<file path="src/rtl/nerv_periph_pkg.sv">
// Shared definitions for nerv memory-mapped peripherals: register offsets,
// STATUS bit positions and the UART transmitter state encoding.
package nerv_periph_pkg;

  localparam logic [31:0] DATA_OFS   = 32'h0000_0000;
  localparam logic [31:0] STATUS_OFS = 32'h0000_0004;

  localparam int STAT_FULL_BIT  = 0;
  localparam int STAT_EMPTY_BIT = 1;
  localparam int STAT_BUSY_BIT  = 2;
  localparam int STAT_OVF_BIT   = 3;

  typedef enum logic [1:0] {
    IDLE  = 2'd0,
    START = 2'd1,
    DATA  = 2'd2,
    STOP  = 2'd3
  } tx_state_t;

endpackage

</file>
<file path="src/rtl/nerv_sync_fifo.sv">
// Single-clock FIFO with one extra pointer bit to tell full from empty.
// The head entry is visible on dout without a pop; pushes while full are ignored.
module nerv_sync_fifo #(
  parameter int WIDTH = 8,
  parameter int DEPTH = 8
) (
  input  logic             clock,
  input  logic             reset,
  input  logic             push,
  input  logic [WIDTH-1:0] din,
  input  logic             pop,
  output logic [WIDTH-1:0] dout,
  output logic             full,
  output logic             empty
);

  localparam int AW = $clog2(DEPTH);

  logic [AW:0]      wr_ptr;
  logic [AW:0]      rd_ptr;
  logic [WIDTH-1:0] mem [DEPTH];

  assign empty = (wr_ptr == rd_ptr);
  assign full  = (wr_ptr[AW] != rd_ptr[AW]) && (wr_ptr[AW-1:0] == rd_ptr[AW-1:0]);
  assign dout  = mem[rd_ptr[AW-1:0]];

  always_ff @(posedge clock) begin
    if (reset) begin
      wr_ptr <= '0;
      rd_ptr <= '0;
    end else begin
      if (push && !full) wr_ptr <= wr_ptr + 1'b1;
      if (pop && !empty) rd_ptr <= rd_ptr + 1'b1;
    end
  end

  // Storage carries no reset; only the pointers define what is valid.
  always_ff @(posedge clock) begin
    if (push && !full) mem[wr_ptr[AW-1:0]] <= din;
  end

endmodule

</file>
<file path="src/rtl/nerv_uart_tx.sv">
// Console transmitter on the nerv dmem bus: bytes written to DATA are queued
// and sent as 8N1 frames on uart_tx; STATUS reports FIFO/transmitter state.
module nerv_uart_tx
  import nerv_periph_pkg::*;
#(
  parameter logic [31:0] BASE_ADDR  = 32'h0200_0000,
  parameter int          CLK_DIV    = 16,
  parameter int          FIFO_DEPTH = 8
) (
  input  logic        clock,
  input  logic        reset,
  input  logic        dmem_valid,
  input  logic [31:0] dmem_addr,
  input  logic [3:0]  dmem_wstrb,
  input  logic [31:0] dmem_wdata,
  output logic [31:0] dmem_rdata,
  output logic        uart_tx,
  output logic        tx_busy
);

  localparam int              TW          = $clog2(CLK_DIV);
  localparam logic [TW-1:0]   BIT_LAST    = TW'(CLK_DIV - 1);
  localparam logic [TW-1:0]   TIMER_ONE   = TW'(1);
  localparam logic [31:0]     DATA_ADDR   = BASE_ADDR + DATA_OFS;
  localparam logic [31:0]     STATUS_ADDR = BASE_ADDR + STATUS_OFS;

  // Bus handshake: dmem_valid qualifies an access and there is no ready.
  // Every access completes in its own cycle; a read's data appears on
  // dmem_rdata one cycle later and dmem_rdata is 0 in every other cycle.
  logic data_hit;
  logic status_hit;
  logic wr_any;
  logic push;
  logic ovf_set;
  logic ovf_clr;

  assign data_hit   = dmem_valid && (dmem_addr[31:2] == DATA_ADDR[31:2]);
  assign status_hit = dmem_valid && (dmem_addr[31:2] == STATUS_ADDR[31:2]);
  assign wr_any     = |dmem_wstrb;
  assign push       = data_hit && dmem_wstrb[0];

  logic       fifo_full;
  logic       fifo_empty;
  logic       pop;
  logic [7:0] fifo_dout;

  nerv_sync_fifo #(
    .WIDTH (8),
    .DEPTH (FIFO_DEPTH)
  ) u_fifo (
    .clock (clock),
    .reset (reset),
    .push  (push),
    .din   (dmem_wdata[7:0]),
    .pop   (pop),
    .dout  (fifo_dout),
    .full  (fifo_full),
    .empty (fifo_empty)
  );

  // Overflow is judged on the full flag at the start of the cycle, so a
  // simultaneous pop does not rescue the byte; set beats clear.
  logic overflow;
  assign ovf_set = push && fifo_full;
  assign ovf_clr = status_hit && dmem_wstrb[0] && dmem_wdata[3];

  always_ff @(posedge clock) begin
    if (reset)        overflow <= 1'b0;
    else if (ovf_set) overflow <= 1'b1;
    else if (ovf_clr) overflow <= 1'b0;
  end

  tx_state_t     state;
  tx_state_t     state_d;
  logic [TW-1:0] timer;
  logic [TW-1:0] timer_d;
  logic [2:0]    bit_idx;
  logic [2:0]    bit_idx_d;
  logic [7:0]    shift;
  logic [7:0]    shift_d;
  logic          bit_done;

  assign bit_done = (timer == '0);

  always_ff @(posedge clock) begin
    if (reset) begin
      state   <= IDLE;
      timer   <= '0;
      bit_idx <= '0;
      shift   <= '0;
    end else begin
      state   <= state_d;
      timer   <= timer_d;
      bit_idx <= bit_idx_d;
      shift   <= shift_d;
    end
  end

  always_comb begin
    state_d   = state;
    timer_d   = timer;
    bit_idx_d = bit_idx;
    shift_d   = shift;
    pop       = 1'b0;
    unique case (state)
      IDLE: begin
        if (!fifo_empty) begin
          pop     = 1'b1;
          shift_d = fifo_dout;
          timer_d = BIT_LAST;
          state_d = START;
        end
      end
      START: begin
        if (bit_done) begin
          bit_idx_d = 3'd0;
          timer_d   = BIT_LAST;
          state_d   = DATA;
        end else begin
          timer_d = timer - TIMER_ONE;
        end
      end
      DATA: begin
        if (bit_done) begin
          shift_d = {1'b0, shift[7:1]};
          timer_d = BIT_LAST;
          if (bit_idx == 3'd7) state_d = STOP;
          else                 bit_idx_d = bit_idx + 3'd1;
        end else begin
          timer_d = timer - TIMER_ONE;
        end
      end
      STOP: begin
        // Chain straight into the next start bit so queued bytes go out gap-free.
        if (bit_done) begin
          if (!fifo_empty) begin
            pop     = 1'b1;
            shift_d = fifo_dout;
            timer_d = BIT_LAST;
            state_d = START;
          end else begin
            state_d = IDLE;
          end
        end else begin
          timer_d = timer - TIMER_ONE;
        end
      end
      default: state_d = IDLE;
    endcase
  end

  always_comb begin
    uart_tx = 1'b1;
    unique case (state)
      IDLE:    uart_tx = 1'b1;
      START:   uart_tx = 1'b0;
      DATA:    uart_tx = shift[0];
      STOP:    uart_tx = 1'b1;
      default: uart_tx = 1'b1;
    endcase
  end

  assign tx_busy = (state != IDLE) || !fifo_empty;

  logic [31:0] status_word;
  always_comb begin
    status_word                 = '0;
    status_word[STAT_FULL_BIT]  = fifo_full;
    status_word[STAT_EMPTY_BIT] = fifo_empty;
    status_word[STAT_BUSY_BIT]  = tx_busy;
    status_word[STAT_OVF_BIT]   = overflow;
  end

  always_ff @(posedge clock) begin
    if (reset)                                   dmem_rdata <= '0;
    else if ((data_hit || status_hit) && !wr_any) dmem_rdata <= status_word;
    else                                         dmem_rdata <= '0;
  end

  // Address byte offset and upper write-data bits carry no meaning here.
  logic unused_bits;
  assign unused_bits = ^{dmem_addr[1:0], dmem_wdata[31:8]};

endmodule

</file>
<file path="config.mk">
export PLATFORM = sky130hd
export DESIGN_NAME = nerv_uart_tx
export DESIGN_NICKNAME = d
export VERILOG_FILES = /design/src/rtl/nerv_periph_pkg.sv /design/src/rtl/nerv_sync_fifo.sv /design/src/rtl/nerv_uart_tx.sv
export SDC_FILE = /design/constraint.sdc
export NUM_CORES = 1
export LEC_CHECK = 0
export ABC_AREA = 1
export CAP_MARGIN = 20
export CORE_AREA = 2 2 92 139
export CTS_BUF_LIST = sky130_fd_sc_hd__clkbuf_8
export DETAILED_ROUTE_END_ITERATION = 16
export DIE_AREA = 0 0 94 141
export GPL_TIMING_DRIVEN = 1
export PLACE_DENSITY = 0.74
export SYNTH_ARGS = -nofsm -noshare
export SYNTH_HDL_FRONTEND = slang
export SYNTH_SLANG_ARGS = --single-unit
</file>
<file path="constraint.sdc">
create_clock -name clock -period 2.05 [get_ports clock]
set_input_delay 0.3075 -clock clock [delete_from_list [all_inputs] [get_ports clock]]
set_output_delay 0.3075 -clock clock [all_outputs]
set_load 0.02 [all_outputs]
</file>
==> flow_summary_export.csv, run 1 <==
group,metric,value,unit
setup_path,r2r_cells,9,
floorplanning,die_area,13300,um^2
power,ir_drop,0.000691,V
layout,fin_cells,759,
route,num_vias,3653,
route,dr_wl_met2,5.69,mm
synth,yosys.cell_count.top_type,"nand2_1",
route,met3_wirelength,392,um
synth,ys_top_cells_by_area,"edfxtp_1, dfxtp_1, nand2_1",
cts,htreeDepth,3,
route,wl_met1,3.87,mm
layout,antenna_cells,0,
synth,synth_edf_count,64,
sta,slew_viol_final,0,
layout,stdcell_area,5640,um^2
power,p_leak,0.00226,uW
setup_path,r2r-end,"bit_idx[0]$_SDFFE_PP0P_",
layout,area.growth.synth_to_final,19.3,%
sta,worst_pin_slew,0.529,ns
global_routing,grt_pass1_wl,16.8,mm
synth,synth_area,4730,um^2
sta,fin_crit_sh,95.1,%
synth,synthTopCellsByCount,"nand2_1, nor2_1, edfxtp_1",
cts,clk_path_buf_depth,2,
place,dp_cells,743,
synth,ys.flop_type,"edfxtp_1",
sta,fin_skew,0.0107,ns
route,wl,10.3,mm
synth,ys_seq_area_share,54.6,%
global_routing,antenna_found_initial,0,
synth,ys_types,34,
cts,cts_setup_buffers,0,
synth,syn-mean-instance-area,8.97,um^2
global_routing,grtUsageTotal,16.2,%
place,post-place-ws,-0.221,ns
power,p_per_area,776,nW/um^2
synth,synth_top_area_share,40.6,%
sta,slew_headroom,64.7,%
layout,fillers,1141,
setup_path,path_max_fanout,5,
min_path,hp-start,"overflow$_SDFFE_PP0P_",
cts,clk_latency,0.37,ns
synth,synth_cells,527,
layout,drive_above_1_share,13.4,%
floorplanning,boundaryPins,105,
layout,postLayoutCoreUtil,46.3,%
outcome,status,"finished, final reports clean",
synth,yosys.area.top_type,"edfxtp_1",
sta,rsz0062_at_grt,"false",
setup_path,timing.rr.start,"state[0]$_SDFFE_PP0P_",
route,drt_iter0_markers,110,
min_path,hold_class,"register to register",
route,drt-wirelength-per-cell,13.6,um
cts,root_buffer,"clkbuf_8",
synth,ys_seq_elements,97,
global_routing,grt_start_max_net_pins,26,
cts,cts_buffers,9,
setup_path,r2r_setup_slack,0.21,ns
cts,clkSlewWorstSetupHoldPaths,0.10,ns
place,hpwl,7.82,mm
floorplanning,die_h,141,um
sta,finalCriticalPeriod,1.95,ns
layout,fin_nets,679,
route,antenna_left,0,
setup_path,critPathArrivalTime,1.64,ns
floorplanning,core_area,12200,um^2
setup_path,crit_type,"register to primary output",
sta,setup_viol,0,
setup_path,cp-start-kind,"register",
cts,cts_tree,"built",
cts,holdBufCountCts,0,
place,io_buffers,50,
global_routing,grt_pass1_vias,3664,
setup_path,cp.required,1.74,ns
job,cap_violations,0,
synth,yosysWarningCount,0,
floorplanning,start_util,38.8,%
synth,async_flop_share,0,%
min_path,holdPathStages,2,
power,power,4380,uW
floorplanning,fp-row-count,50,
sta,hold_violations,0,
min_path,whs_endpoint,"dmem_rdata[3]$_SDFF_PP0_",
global_routing,overflow,0,
route,top_layer_used,"met4",
sta,layout_setup_ws,0.0996,ns
sta,clock.fmax,513,MHz
setup_path,cp-end-kind,"primary output",
floorplanning,die_w,94,um
cts,clock-sinks,97,
place,placed_cell_area,5460,um^2
route,drc_errors,0,
route,dr.pass1.iters,4,
place,gp_congestion,0.822,
route,vias_per_cell,4.81,
metrics by stage:
| stage | hold WS [ns] | setup TNS (ns) |
|---|---|---|
| 5_1_grt | 0.480 | 0 |
| 4_1_cts | 0.442 | 0 |
| 3_3_place_gp | 0.428 | -9.55 |
| 2_1_floorplan | 0.387 | -0.160 |
| 6_report | 0.442 | 0 |
| 3_5_place_dp | 0.426 | -10.42 |
state kept, by name, indices dropped and copies added, names as in the netlist, named ones only:
name,cells
u_fifo.mem,64
state,2
timer,4
u_fifo.wr_ptr,4
bit_idx,3
shift,8
u_fifo.rd_ptr,4
overflow,1
dmem_rdata,4
power breakdown:
part	switching, uW	total, uW	internal (uW)
logic	662	1060	396
registers	43.3	2180	2140
clock network	691	1140	454
routing by layer:
layer / vias to the layer above / global-route usage [%]
met5: - / 0
met4: 0 / 7.70
met3: 24 / 3.21
li1: 1822 / -
met2: 103 / 30.9
met1: 1704 / 16.5
worst max path at each step:
stage,from,end,slack (ns),depth (start not counted)
CTS,u_fifo.rd_ptr[0]$_SDFFE_PP0P_,tx_busy,0.001,8
detailed placement,dmem_addr[25],u_fifo.mem[6][1]$_DFFE_PP_,-0.22,12
global route,dmem_addr[25],u_fifo.mem[6][3]$_DFFE_PP_,0.01,12
floorplan,dmem_addr[31],u_fifo.mem[0][0]$_DFFE_PP_,-0.005,9
finish,u_fifo.rd_ptr[0]$_SDFFE_PP0P_,tx_busy,0.1,8
global placement,dmem_addr[25],u_fifo.mem[6][0]$_DFFE_PP_,-0.19,12
worst max-delay path: stages, from the launching register on:
cell,delay (ns)
dfxtp_2,0.38
inv_1,0.06
nand2_1,0.05
nand2_1,0.08
nor2_4,0.17
nand2_4,0.07
inv_4,0.08
nand2_4,0.05
dlygate4sd2_1,0.32
placed cells by master, fill, tap and decap left out, types with 5 or more instances in the layout:
cell type and instances:
o211ai_1 7, inv_2 5, clkbuf_8 9, buf_4 25, nand2_1 111, nor2_4 5
edfxtp_1 64, ha_1 10, nor2_1 74, dfxtp_1 27, o21ai_0 16, nand3_1 44
nor3_1 11, conb_1 28, nand2_4 5, a21oi_1 25, clkdlybuf4s50_1 48, nor2_2 7
o21ai_1 5, nand2_2 6, inv_1 38
cells by family (layout without fill, tap and decap cells):
group                      Yosys count  count (layout)  synth area share [%]
AOI/OAI and AO/OA                   58              58                  6.80
xor gates and xnor gates             2               2                 0.370
adders and majority gates           10              10                  2.65
buffers and inverters               88             137                  9.52
DFF                                 97              97                  54.6
other                                1              28                0.0793
and+or+nand+nor                    271             271                  26.0
cell type report:
type	instances	area, um^2	share of cell area, %
repair buffers	76	702	12.4
well taps	156	195	3.46
clock inverters	7	53.8	0.953
clock buffers	9	124	2.19
flip-flops and latches	97	2600	46.0
multi-input cells	369	1800	31.9
inverters	45	174	3.08
repair_timing:
item / in CTS / in global routing
endpoints found under the setup margin: 2 / 3
resized for setup: 5 / 9
endpoints found under the hold margin: 0 / 0
pin swaps: 0 / 1
Note: power is estimated with default switching activity, not from simulation.
==> inputs of run 2 (changes only) <==
==> constraint.sdc (replaced) <==
create_clock -name clock -period 1.7 [get_ports clock]
set_input_delay 0.255 -clock clock [delete_from_list [all_inputs] [get_ports clock]]
set_output_delay 0.255 -clock clock [all_outputs]
set_load 0.02 [all_outputs]
==> run 2 against run 1 <==
- register-to-register slack got worse by 0.15 ns
- sequential power increased by 21%
- total power increased by 30%
- routed wire length increased by 9.0%
- hold slack improved by 0.0048 ns
- final cell count increased by 4.9%
- non-clock buffer count increased by 36
- design area increased by 11%
- largest cell class unchanged
==> flow_summary_export.csv, run 2 (synthesized netlist as in run 1, its figures left out) <==
group,metric,value,unit
outcome,status,"finished, final reports clean",
sta,rsz0062_at_grt,"true",
floorplanning,fp-row-count,50,
sta,layout_setup_ws,0.0585,ns
cts,clk_latency,0.36,ns
global_routing,overflow,0,
cts,holdBufCountCts,0,
route,wl,11.2,mm
route,vias_per_cell,4.79,
route,drt_iter0_markers,271,
setup_path,critPathArrivalTime,1.72,ns
layout,final_cell_mix,"nand2_1, nor2_1, edfxtp_1",
sta,slew_viol_final,0,
power,p_per_area,911,nW/um^2
cts,clock-sinks,97,
power,ir_drop,0.00104,V
route,drc_errors,0,
sta,clock.fmax,609,MHz
global_routing,antenna_found_initial,0,
setup_path,r2r_cells,12,
setup_path,endpoint,"u_fifo.mem[1][0]$_DFFE_PP_",
layout,mostFrequentLayoutCell,"nand2_1",
global_routing,grt_pass1_wl,18.0,mm
place,io_buffers,50,
min_path,hp-start,"overflow$_SDFFE_PP0P_",
floorplanning,start_util,38.8,%
floorplanning,core_area,12200,um^2
layout,largest_reg_flops,64,
cts,cts_tree,"built",
layout,fin_nets,716,
sta,hold_violations,0,
sta,fin_skew,0.00970,ns
layout,area.growth.synth_to_final,32.3,%
cts,clkSlewWorstSetupHoldPaths,0.08,ns
setup_path,cp-end-kind,"register",
power,p_leak,0.00258,uW
place,hpwl,8.26,mm
setup_path,r2r-end,"u_fifo.mem[1][0]$_DFFE_PP_",
setup_path,r2r_setup_slack,0.06,ns
sta,fin_crit_sh,96.6,%
setup_path,cp.required,1.78,ns
cts,root_buffer,"clkbuf_8",
setup_path,cp-start-kind,"register",
floorplanning,boundaryPins,105,
layout,antenna_cells,0,
sta,setup_tns,0,ns
sta,setup_viol,0,
setup_path,path_max_fanout,4,
min_path,hold_class,"register to register",
route,drt-wirelength-per-cell,14.1,um
setup_path,crit_type,"register to register",
layout,drive_above_1_share,24.8,%
global_routing,grtUsageTotal,17.5,%
place,gp_congestion,0.829,
floorplanning,die_area,13300,um^2
route,dr.pass1.iters,4,
route,num_vias,3812,
route,antenna_left,0,
floorplanning,die_w,94,um
global_routing,grt_pass1_vias,3811,
job,cap_violations,0,
sta,finalCriticalPeriod,1.64,ns
setup_path,timing.rr.start,"u_fifo.wr_ptr[0]$_SDFFE_PP0P_",
cts,clk_path_buf_depth,2,
cts,cts_buffers,9,
setup_path,cp-startpoint,"u_fifo.wr_ptr[0]$_SDFFE_PP0P_",
floorplanning,die_h,141,um
place,post-place-ws,-0.550,ns
cts,htreeDepth,3,
global_routing,grt_start_max_net_pins,33,
-- run 2: worst max-delay path, cell delays in order, from the launching register on --
cell	delay, ns
dfxtp_2	0.34
inv_2	0.05
nand2_1	0.05
nand2_2	0.08
nor2_4	0.05
nand2_2	0.08
nor2_4	0.04
inv_2	0.08
nand2_4	0.08
inv_8	0.08
nand2_8	0.07
nor3_4	0.20
buf_6	0.15
-- run 2: where the power goes --
part	total, uW	leakage (uW)	switching (uW)	internal [uW]
Clock	1570	0.000110	756	817
Combinational	1500	0.00162	873	624
Sequential	2630	0.000849	48.3	2580
-- run 2: final cells by class --
| type | count | area (um^2) |
|---|---|---|
| clock buffer | 9 | 124 |
| clock inverter | 7 | 85.1 |
| fill | 1098 | 5940 |
| inverter | 45 | 193 |
| multi-input combinational | 369 | 2000 |
| sequential | 97 | 2600 |
| tap | 156 | 195 |
| timing repair buffer | 112 | 1050 |
| timing repair inverter | 1 | 5.00 |
-- run 2: metrics by stage --
step	hold WS (ns)	cell area [um^2]	std cells	power, uW	utilization, %
floorplan	0.334	4940	554	3600	-
global placement	0.424	5840	767	4040	47.9
detailed placement	0.425	5840	767	4090	47.9
CTS	0.441	6130	793	5630	50.2
global route	0.467	6260	796	5990	51.3
finish	0.446	6260	796	5700	51.3
-- run 2: worst min-delay path by stage --
stage | end | depth (start not counted)
6_report | dmem_rdata[3]$_SDFF_PP0_ | 2
5_1_grt | dmem_rdata[3]$_SDFF_PP0_ | 2
4_1_cts | dmem_rdata[3]$_SDFF_PP0_ | 2
3_5_place_dp | dmem_rdata[3]$_SDFF_PP0_ | 2
3_3_place_gp | dmem_rdata[3]$_SDFF_PP0_ | 2
2_1_floorplan | timer[0]$_SDFF_PP0_ | 1
-- run 2: layer usage --
| layer | vias up | global-route usage, % | share of wire, % |
|---|---|---|---|
| met1 | 1780 | 18.7 | 37 |
| li1 | 1898 | - | - |
| met3 | 21 | 3.53 | 4.5 |
| met5 | - | 0 | 0 |
| met2 | 113 | 32.5 | 56 |
| met4 | 0 | 8.09 | 3.2 |
-- run 2: repair_timing --
action                                  in CTS  in global routing
buffers inserted                            11                  2
endpoints found under the setup margin      65                 86
gates resized for setup                     52                 42
pin swaps                                   33                 20
cloned                                       0                  1
==> inputs of run 3 (changes only) <==
--- a/config.mk
+++ b/config.mk
@@ -16,3 +16,4 @@
 export SYNTH_ARGS = -nofsm -noshare
 export SYNTH_HDL_FRONTEND = slang
 export SYNTH_SLANG_ARGS = --single-unit
+export TNS_END_PERCENT = 1
==> run 3 against run 2 <==
- final cell count decreased by 0.25%
- combinational power hardly changed
- register-to-register slack barely moved
- the flow now finishes with violations (setup timing)
- setup slack worse by 0.072 ns
- utilization fell by 0.55 points
- count of clock-buffer cells in the layout unchanged
- critical path depth decreased by 8
- maximum frequency fell by 4.2%
- sequential share of layout area is 0.35 points higher
==> flow_summary_export.csv, run 3 (synthesized netlist as in run 1, its figures left out) <==
group,metric,value,unit
sta,rsz0062_at_grt,"true",
global_routing,grt_pass1_wl,17.8,mm
power,p_leak,0.00256,uW
layout,largest_reg_flops,64,
setup_path,r2r_setup_slack,0.06,ns
layout,antenna_cells,0,
global_routing,grtUsageTotal,17.1,%
sta,fin_crit_sh,101,%
floorplanning,boundaryPins,105,
power,switching_share,30.5,%
power,p_per_area,904,nW/um^2
route,num_vias,3840,
sta,setup_viol,1,
cts,clk_path_buf_depth,2,
sta,hold_violations,0,
power,power,5600,uW
power,internal_power,3890,uW
route,dr.pass1.iters,5,
power,clkPwrFrac,26.1,%
cts,holdBufCountCts,0,
cts,cts_buffers,9,
setup_path,slowest_delay,0.35,ns
layout,mostFrequentLayoutCell,"nand2_1",
layout,area.growth.synth_to_final,30.9,%
floorplanning,fp-row-count,50,
setup_path,cp-start-kind,"register",
sta,finalCriticalPeriod,1.71,ns
layout,stdcell_area,6190,um^2
min_path,hold_class,"register to register",
route,wl,11.0,mm
outcome,failed_checks,"setup timing",
cts,htreeDepth,3,
sta,holdWs,0.444,ns
power,ir_drop,0.000821,V
route,drt_iter0_markers,221,
sta,clock.fmax,584,MHz
floorplanning,start_util,38.8,%
route,drc_errors,0,
setup_path,crit_type,"register to primary output",
power,p_switching,1710,uW
outcome,status,"finished with violations",
setup_path,critPathArrivalTime,1.46,ns
sta,layout_setup_ws,-0.0137,ns
cts,clk_latency,0.36,ns
route,vias_per_cell,4.84,
route,drt-wirelength-per-cell,13.9,um
setup_path,path_cells,"inv_1 -> ha_1 -> a21oi_2 -> buf_4",
setup_path,cp-end-kind,"primary output",
cts,clkSlewWorstSetupHoldPaths,0.09,ns
setup_path,cpMaxStageDelayCell,"ha_1",
power,power.share.sequential,47.0,%
sta,slew_viol_final,0,
sta,fin_skew,0.0105,ns
floorplanning,die_area,13300,um^2
cts,cts_tree,"built",
job,cap_violations,0,
floorplanning,die_w,94,um
place,hpwl,8.11,mm
floorplanning,die_h,141,um
global_routing,overflow,0,
global_routing,antenna_found_initial,0,
place,gp_congestion,0.851,
layout,final_cell_mix,"nand2_1, nor2_1, edfxtp_1",
place,placed_cell_area,5840,um^2
layout,drive_above_1_share,23.2,%
global_routing,grt_pass1_vias,3789,
layout,fin_nets,714,
floorplanning,core_area,12200,um^2
layout,multi_input_area,1960,um^2
place,io_buffers,50,
setup_path,path_max_fanout,3,
power,power_frac_comb,26.9,%
layout,ff_latch_area,2600,um^2
global_routing,grt_start_max_net_pins,33,
layout,fillers,1078,
route,antenna_left,0,
cts,root_buffer,"clkbuf_8",
setup_path,cp.required,1.44,ns
cts,clock-sinks,97,
run 3: cell types whose count changed in the layout (fill, tap and decap cells not counted), sizes merged:
cell | previous run | this run
clkdlybuf4s50 | 19 | 22
buf | 64 | 63
clkinv | 4 | 3
dlygate4sd2 | 25 | 20
dlymetal6s2s | 4 | 6
clkinvlp | 2 | 1
inv | 45 | 47
bufinv | 2 | 1
run 3: what timing repair did:
item	4_1_cts	5_1_grt
setup buffers	7	4
gates cloned	0	0
pin swaps	28	21
gates resized for setup	43	34
setup endpoints to repair	64	86
run 3: critical path, delay by kind of cell, from the launching register on:
kind / cells / cell delay (ns)
compound gates: 1 / 0.17
fa+ha+maj: 1 / 0.35
buf+inv: 2 / 0.24
flops: 1 / 0.34
run 3: worst paths after layout:
check | from | endpoint | depth (start not counted)
worst max-delay path | state[0]$_SDFFE_PP0P_ | uart_tx | 4
worst min-delay path | overflow$_SDFFE_PP0P_ | dmem_rdata[3]$_SDFF_PP0_ | 2
worst max register to register | timer[0]$_SDFF_PP0_ | shift[3]$_SDFFE_PP0P_ | 13
worst min register to register | overflow$_SDFFE_PP0P_ | dmem_rdata[3]$_SDFF_PP0_ | 2
run 3: metal layers:
metal	wire length, um	up-vias	GRT usage (%)
li1	-	1899	-
met1	3990	1807	18.4
met2	6330	121	33.2
met3	541	13	2.78
met4	143	0	5.64
met5	0	-	0
run 3: power by group through the flow:
| stage | Clock [uW] | Combinational [uW] | Sequential, uW |
|---|---|---|---|
| after floorplan | 0 | 927 | 2670 |
| after global placement | 0 | 1360 | 2670 |
| after detailed placement | 0 | 1400 | 2680 |
| after CTS | 1500 | 1390 | 2630 |
| after global routing | 1580 | 1660 | 2640 |
| final | 1460 | 1510 | 2630 |
run 3: area by class of cell:
| cell class | count | area share [%] |
|---|---|---|
| flip-flops and latches | 97 | 42.0 |
| multi-input cells | 369 | 31.6 |
| repair buffers | 111 | 17.1 |
| well taps | 156 | 3.15 |
| inverters | 45 | 3.09 |
| clock buffers | 9 | 2.00 |
| clock inverters | 7 | 1.09 |
run 3: through the flow:
| stage | instances | utilization [%] | setup TNS (ns) | setup WS (ns) |
|---|---|---|---|---|
| floorplan | 554 | - | -1.66 | -0.0559 |
| global placement | 767 | 47.9 | -27.07 | -0.476 |
| detailed placement | 767 | 47.9 | -28.57 | -0.509 |
| CTS | 790 | 49.9 | -0.270 | -0.0354 |
| global route | 794 | 50.7 | -1.70 | -0.0584 |
| finish | 794 | 50.7 | -0.0137 | -0.0137 |
